$ cat config.mk
export PLATFORM = sky130hd
export DESIGN_NAME = execute_stage
export DESIGN_NICKNAME = d
export VERILOG_FILES = /design/src/rtl/execute_stage.sv
export SDC_FILE = /design/constraint.sdc
export NUM_CORES = 1
export LEC_CHECK = 0
export CORE_MARGIN = 2
export CORE_UTILIZATION = 45
export DETAILED_ROUTE_END_ITERATION = 6
export DONT_BUFFER_PORTS = 1
export GPL_TIMING_DRIVEN = 0
export SYNTH_ARGS = -nofsm -noshare
export SYNTH_HDL_FRONTEND = slang
export SYNTH_SLANG_ARGS = --single-unit
$ cat constraint.sdc
create_clock -name clk -period 7.05 [get_ports clk]
set_input_delay 1.0575 -clock clk [delete_from_list [all_inputs] [get_ports clk]]
set_output_delay 1.0575 -clock clk [all_outputs]
set_load 0.02 [all_outputs]
$ cat src/rtl/execute_stage.sv
// Execute stage of the Y86-64 pipeline.
// Selects ALU operands from the decoded fields, computes valE, holds the
// ZF/SF/OF condition-code register, evaluates jXX/cmovXX conditions and
// latches the execute/memory pipeline register (with bubble insertion).
//
// Ports:
//   clk, rst               clock, synchronous active-high reset
//   E_*                    decode/execute register fields
//   m_stat, W_stat         status in the memory and writeback stages
//   M_bubble               load a bubble into the M register this cycle
//   e_valE, e_dstE, e_cnd  combinational results used for forwarding
//   M_*                    registered execute/memory pipeline register
//   CC_ZF, CC_SF, CC_OF    condition-code register
module execute_stage #(
    parameter int unsigned W = 64
) (
    input  logic         clk,
    input  logic         rst,
    input  logic [2:0]   E_stat,
    input  logic [3:0]   E_icode,
    input  logic [3:0]   E_ifun,
    input  logic [W-1:0] E_valC,
    input  logic [W-1:0] E_valA,
    input  logic [W-1:0] E_valB,
    input  logic [3:0]   E_dstE,
    input  logic [3:0]   E_dstM,
    input  logic [2:0]   m_stat,
    input  logic [2:0]   W_stat,
    input  logic         M_bubble,
    output logic [W-1:0] e_valE,
    output logic [3:0]   e_dstE,
    output logic         e_cnd,
    output logic [2:0]   M_stat,
    output logic [3:0]   M_icode,
    output logic         M_cnd,
    output logic [W-1:0] M_valE,
    output logic [W-1:0] M_valA,
    output logic [3:0]   M_dstE,
    output logic [3:0]   M_dstM,
    output logic         CC_ZF,
    output logic         CC_SF,
    output logic         CC_OF
);

    localparam logic [3:0] I_NOP    = 4'h1;
    localparam logic [3:0] I_RRMOVQ = 4'h2;
    localparam logic [3:0] I_IRMOVQ = 4'h3;
    localparam logic [3:0] I_RMMOVQ = 4'h4;
    localparam logic [3:0] I_MRMOVQ = 4'h5;
    localparam logic [3:0] I_OPQ    = 4'h6;
    localparam logic [3:0] I_CALL   = 4'h8;
    localparam logic [3:0] I_RET    = 4'h9;
    localparam logic [3:0] I_PUSHQ  = 4'hA;
    localparam logic [3:0] I_POPQ   = 4'hB;
    localparam logic [3:0] R_NONE   = 4'hF;

    localparam logic [3:0] F_ADD = 4'h0;
    localparam logic [3:0] F_SUB = 4'h1;
    localparam logic [3:0] F_AND = 4'h2;
    localparam logic [3:0] F_XOR = 4'h3;

    localparam logic [2:0] S_AOK = 3'd1;
    localparam logic [2:0] S_HLT = 3'd2;
    localparam logic [2:0] S_ADR = 3'd3;
    localparam logic [2:0] S_INS = 3'd4;

    localparam logic [W-1:0] POS8 = W'(8);
    localparam logic [W-1:0] NEG8 = ~W'(7);

    logic [W-1:0] alu_a;
    logic [W-1:0] alu_b;
    logic [3:0]   alu_fun;
    logic [W-1:0] alu_res;
    logic         alu_of;
    logic         set_cc;
    logic         m_exc;
    logic         w_exc;
    logic         lt;

    logic         cc_zf_q, cc_zf_d;
    logic         cc_sf_q, cc_sf_d;
    logic         cc_of_q, cc_of_d;

    logic [2:0]   m_stat_q,  m_stat_d;
    logic [3:0]   m_icode_q, m_icode_d;
    logic         m_cnd_q,   m_cnd_d;
    logic [W-1:0] m_vale_q,  m_vale_d;
    logic [W-1:0] m_vala_q,  m_vala_d;
    logic [3:0]   m_dste_q,  m_dste_d;
    logic [3:0]   m_dstm_q,  m_dstm_d;

    // Operand selection
    always_comb begin
        alu_a = '0;
        alu_b = '0;
        case (E_icode)
            I_RRMOVQ, I_OPQ:            alu_a = E_valA;
            I_IRMOVQ, I_RMMOVQ, I_MRMOVQ: alu_a = E_valC;
            I_CALL, I_PUSHQ:            alu_a = NEG8;
            I_RET, I_POPQ:              alu_a = POS8;
            default:                    alu_a = '0;
        endcase
        case (E_icode)
            I_RMMOVQ, I_MRMOVQ, I_OPQ, I_CALL,
            I_RET, I_PUSHQ, I_POPQ:     alu_b = E_valB;
            default:                    alu_b = '0;
        endcase
    end

    // ALU and overflow detection; unknown OPq functions yield 0 with no flags
    always_comb begin
        alu_fun = (E_icode == I_OPQ) ? E_ifun : F_ADD;
        alu_res = '0;
        alu_of  = 1'b0;
        case (alu_fun)
            F_ADD: begin
                alu_res = alu_b + alu_a;
                alu_of  = (alu_a[W-1] == alu_b[W-1]) && (alu_res[W-1] != alu_a[W-1]);
            end
            F_SUB: begin
                alu_res = alu_b + ~alu_a + W'(1);
                alu_of  = (alu_a[W-1] != alu_b[W-1]) && (alu_res[W-1] != alu_b[W-1]);
            end
            F_AND:   alu_res = alu_b & alu_a;
            F_XOR:   alu_res = alu_b ^ alu_a;
            default: alu_res = '0;
        endcase
    end

    // Flags are frozen while an exception sits in memory or writeback
    always_comb begin
        m_exc  = (m_stat == S_HLT) || (m_stat == S_ADR) || (m_stat == S_INS);
        w_exc  = (W_stat == S_HLT) || (W_stat == S_ADR) || (W_stat == S_INS);
        set_cc = (E_icode == I_OPQ) && (E_ifun <= F_XOR) && !m_exc && !w_exc;
    end

    // Branch / conditional-move evaluation against the current CC
    always_comb begin
        lt    = cc_sf_q ^ cc_of_q;
        e_cnd = 1'b0;
        case (E_ifun)
            4'h0:    e_cnd = 1'b1;
            4'h1:    e_cnd = lt | cc_zf_q;
            4'h2:    e_cnd = lt;
            4'h3:    e_cnd = cc_zf_q;
            4'h4:    e_cnd = ~cc_zf_q;
            4'h5:    e_cnd = ~lt;
            4'h6:    e_cnd = ~lt & ~cc_zf_q;
            default: e_cnd = 1'b0;
        endcase
    end

    // Forwarding outputs; a failed cmov suppresses the register write
    always_comb begin
        e_valE = alu_res;
        e_dstE = ((E_icode == I_RRMOVQ) && !e_cnd) ? R_NONE : E_dstE;
    end

    // Next-state for CC and the M register
    always_comb begin
        cc_zf_d = cc_zf_q;
        cc_sf_d = cc_sf_q;
        cc_of_d = cc_of_q;
        if (set_cc) begin
            cc_zf_d = (alu_res == '0);
            cc_sf_d = alu_res[W-1];
            cc_of_d = alu_of;
        end

        m_stat_d  = S_AOK;
        m_icode_d = I_NOP;
        m_cnd_d   = 1'b0;
        m_vale_d  = '0;
        m_vala_d  = '0;
        m_dste_d  = R_NONE;
        m_dstm_d  = R_NONE;
        if (!M_bubble) begin
            m_stat_d  = E_stat;
            m_icode_d = E_icode;
            m_cnd_d   = e_cnd;
            m_vale_d  = e_valE;
            m_vala_d  = E_valA;
            m_dste_d  = e_dstE;
            m_dstm_d  = E_dstM;
        end
    end

    // State registers
    always_ff @(posedge clk) begin
        if (rst) begin
            cc_zf_q   <= 1'b1;
            cc_sf_q   <= 1'b0;
            cc_of_q   <= 1'b0;
            m_stat_q  <= S_AOK;
            m_icode_q <= I_NOP;
            m_cnd_q   <= 1'b0;
            m_vale_q  <= '0;
            m_vala_q  <= '0;
            m_dste_q  <= R_NONE;
            m_dstm_q  <= R_NONE;
        end else begin
            cc_zf_q   <= cc_zf_d;
            cc_sf_q   <= cc_sf_d;
            cc_of_q   <= cc_of_d;
            m_stat_q  <= m_stat_d;
            m_icode_q <= m_icode_d;
            m_cnd_q   <= m_cnd_d;
            m_vale_q  <= m_vale_d;
            m_vala_q  <= m_vala_d;
            m_dste_q  <= m_dste_d;
            m_dstm_q  <= m_dstm_d;
        end
    end

    assign CC_ZF   = cc_zf_q;
    assign CC_SF   = cc_sf_q;
    assign CC_OF   = cc_of_q;
    assign M_stat  = m_stat_q;
    assign M_icode = m_icode_q;
    assign M_cnd   = m_cnd_q;
    assign M_valE  = m_vale_q;
    assign M_valA  = m_vala_q;
    assign M_dstE  = m_dste_q;
    assign M_dstM  = m_dstm_q;

endmodule

==> summary.txt <==
Critical path
  • Most frequent CP cell: clkbuf_1
  • WS Path Type: in2out
  • Setup crit end: e_valE[37]
  • WP buf/inv: 6
  • Worst Setup End Kind: primary output
  • Max stage delay on crit path: 0.72 ns
  • WP data arrival: 6.09 ns
  • Worst r2r path cells: 6
  • Worst R2R Start: CC_OF$_SDFFE_PP0P_
  • Worst setup SP type: input pin
  • Worst R2R Setup Slack: 4.09 ns
  • FF-to-FF End: M_dstE[0]$_SDFF_PP1_
  • CP Cell Sequence: clkbuf_1 > nor2_1 > nand3_1 > clkbuf_1 > clkbuf_1 > buf_1 > clkbuf_1 > o21ai_0 > a221oi_2 > inv_1
  • Crit-path leading delay family: buffers and inverters
  • Slowest-stage cell, CP: clkbuf_1
  • Crit path launch: E_ifun[2]
  • Crit-path max FO: 10
  • Data required, critical path: 5.99 ns
  • Worst path depth: 10

Power and ir drop
  • Cell area power density: 194 mW/mm^2
  • Clock share of power: 0.254
  • Peak supply drop: 0.178 mV
  • Flop pwr share: 0.255
  • PnR Total Power: 3.74 mW
  • Sw power: 1.80 mW
  • Static leakage: 8.03 nW
  • Sw Share: 0.482
  • Int Pwr: 1.94 mW
  • Logic pwr share: 0.491

Yosys
  • Post-synth ARST share: 0
  • Sequential share of the synthesized area: 0.174
  • Post-synth cell types: 115
  • Synth Instances: 2346
  • Post-synth EDFFs: 0
  • Synth top area cells: dfxtp_1, ha_1, and2_1, a21oi_1, nor2_1
  • Synth Flop Type: dfxtp_1
  • Syn_area_per_cell: 7.23 um^2
  • YS warnings: 0
  • Syn_nets: 2699
  • Area leader, netlist: dfxtp_1
  • Synth Cell Area: 0.0170 mm^2
  • Share of the synthesized area in the top cell type: 0.174
  • FF+latch count, synth: 147

Run status
  • Status: finished with violations
  • Failing checks: setup timing

Finish
  • Final cell count without fillers: 2904
  • Most frequent cells in the layout: a21oi_1, and2_1, nor2_1
  • Final Core Density: 0.515
  • Share of layout cells above drive strength 1: 0.134
  • Fin area: 0.0193 mm^2
  • Leading cell type in the layout, fill and taps excluded: a21oi_1
  • Total Nets Final: 2726
  • Layout area overhead: 13.7%
  • Fillcell total: 3785

Global route
  • Largest net degree at the start of global routing: 20
  • First-pass GRT wire length: 128000 um
  • Global route total overflow: 0
  • Initial antenna violation count: 3
  • Total GRT Usage: 0.447
  • Vias in the first global route: 18846

Drt
  • Initial drt markers: 2271
  • Via count: 20112
  • Vias per inst: 6.93
  • Wirelength, routed: 90900 um
  • Top layer in use: met4
  • Metal-1 WL: 33800 um
  • WL/cell: 31.3 um
  • Met3 WL: 8980 um
  • Number of routed nets with antenna violations: 0
  • DR WL met2: 40800 um
  • Pre-antenna DRT Iters: 7
  • DRC violations left: 0

Timing
  • Slew Viols, Final: 0
  • Setup violators final: 4
  • Slack of the critical path: -0.0925 ns
  • RSZ-0062 raised after global routing: yes
  • Setup tns final: -0.229 ns
  • Worst slew margin: 0.0497
  • Clock skew: 0.00960 ns
  • Max Fclk: 140 MHz
  • Worst-margin pin slew: 1.42 ns
  • Min cycle time layout: 7.14 ns
  • Tcrit/Tclk final: 1.01
  • Final Hold Fails: 0

Place
  • Post-Place Cell Area: 0.0176 mm^2
  • Detail Placement HPWL: 72900 um
  • Global placement routability congestion: 1.06
  • Placed cell count: 2857
  • Port bufs: 0

Clock network
  • H-tree depth: 4
  • CTS Buf Count: 17
  • CTS tree: done
  • Clock-pin slew on the worst setup and hold paths: 0.07 ns
  • Buffer levels on the longest clock path: 2
  • Sink Count: 147
  • Clk Latency, worst-skew pair: 0.48 ns
  • CTS Root Cell: clkbuf_16

Worst hold path
  • Worst Hold Class: reg2reg
  • Worst hold stages: 2

Floorplanning
  • IO Pins: 436
  • Die Area: 0.0392 mm^2
  • Starting density of the core: 0.453
  • Die width: 198 um
  • Core area: 0.0374 mm^2
  • Die height: 198 um
  • FP Rows: 71

Job
  • Max-Cap Viols: 0
## per-stage QoR
stage               worst slack [ns]  hold slack, ns
finish                       -0.0925           0.669
global route                 -0.0963           0.674
CTS                           -0.105           0.660
detailed placement             -1.94           0.651
global placement               -1.90           0.638
floorplan                      0.408           0.582
## worst min-delay path, delay by kind of cell (launching register included)
family           cells  cell delay, ns
DFF                  1            0.43
and+or+nand+nor      2            0.20
## cells by family (layout without fill, tap and decap cells)
group,Yosys count,after routing,share of synthesized area
adders and majority gates,133,133,0.0991
and+or+nand+nor,885,885,0.280
muxes,23,23,0.0139
other,0,7,0
DFF,147,147,0.174
xor gates and xnor gates,25,25,0.0129
buffers and inverters,323,363,0.0775
AOI/OAI and AO/OA,810,810,0.343
## registers in the layout, summed over array words and instances, names as in the netlist
name / flops
M_valA: 64
M_valE: 64
M_dstE: 4
M_dstM: 4
M_icode: 4
M_stat: 3
CC_OF: 1
CC_SF: 1
CC_ZF: 1
M_cnd: 1
## synth_stat cells (all sizes together) (13+ instances only)
library cell,n
a2111oi,14
a211o,18
a211oi,47
a21o,30
a21oi,202
a221oi,74
a31oi,33
and2,174
and3,20
buf,55
clkbuf,99
dfxtp,147
ha,131
inv,166
mux2i,19
nand2,171
nand2b,23
nand3,55
nand4,32
nor2,172
nor2b,28
nor3,64
nor4,33
o2111ai,13
o211ai,35
o21a,19
o21ai,109
o21bai,31
o31ai,40
or2,25
or3,32
or4,13
xnor2,20
## metal layers
layer / up-vias / global-route usage
met2: 1389 / 0.714
li1: 8754 / -
met1: 9613 / 0.522
met5: - / 0
met4: 0 / 0.333
met3: 356 / 0.107
## worst min path at each step
stage                                   from                    end  slack [ns]
final                     CC_OF$_SDFFE_PP0P_     CC_OF$_SDFFE_PP0P_        0.67
after global routing                M_bubble  M_icode[0]$_SDFF_PP1_        0.67
after CTS                 CC_SF$_SDFFE_PP0P_     CC_SF$_SDFFE_PP0P_        0.66
after detailed placement  CC_SF$_SDFFE_PP0P_     CC_SF$_SDFFE_PP0P_        0.65
after global placement    CC_SF$_SDFFE_PP0P_     CC_SF$_SDFFE_PP0P_        0.64
after floorplan           CC_OF$_SDFFE_PP0P_     CC_OF$_SDFFE_PP0P_        0.58
## layout make-up
type | instances | area, um^2 | area share
Tap cell | 511 | 639 | 0.0332
Antenna cell | 7 | 17.5 | 0.000909
Timing Repair Buffer | 11 | 108 | 0.00558
Clock inverter | 14 | 144 | 0.00747
Inverter | 169 | 637 | 0.0331
Sequential cell | 147 | 2940 | 0.153
Clock buffer | 18 | 439 | 0.0228
Multi-Input combinational cell | 1876 | 13500 | 0.700
Buffer | 151 | 852 | 0.0442
## power groups by stage
stage,Combinational (mW),Sequential (mW),Clock (mW)
floorplan,1.15,0.963,0
global route,1.92,0.955,0.975
detailed placement,1.65,0.970,0
CTS,1.71,0.952,0.946
global placement,1.64,0.971,0
finish,1.84,0.951,0.950
## repair_timing
item | CTS | global route
setup endpoints to repair | 61 | 27
gates resized for setup | 138 | 92
pin swaps | 9 | 12
buffers inserted | 4 | 7
hold buffers | 0 | 0
Note: power is estimated with default switching activity, not from simulation.
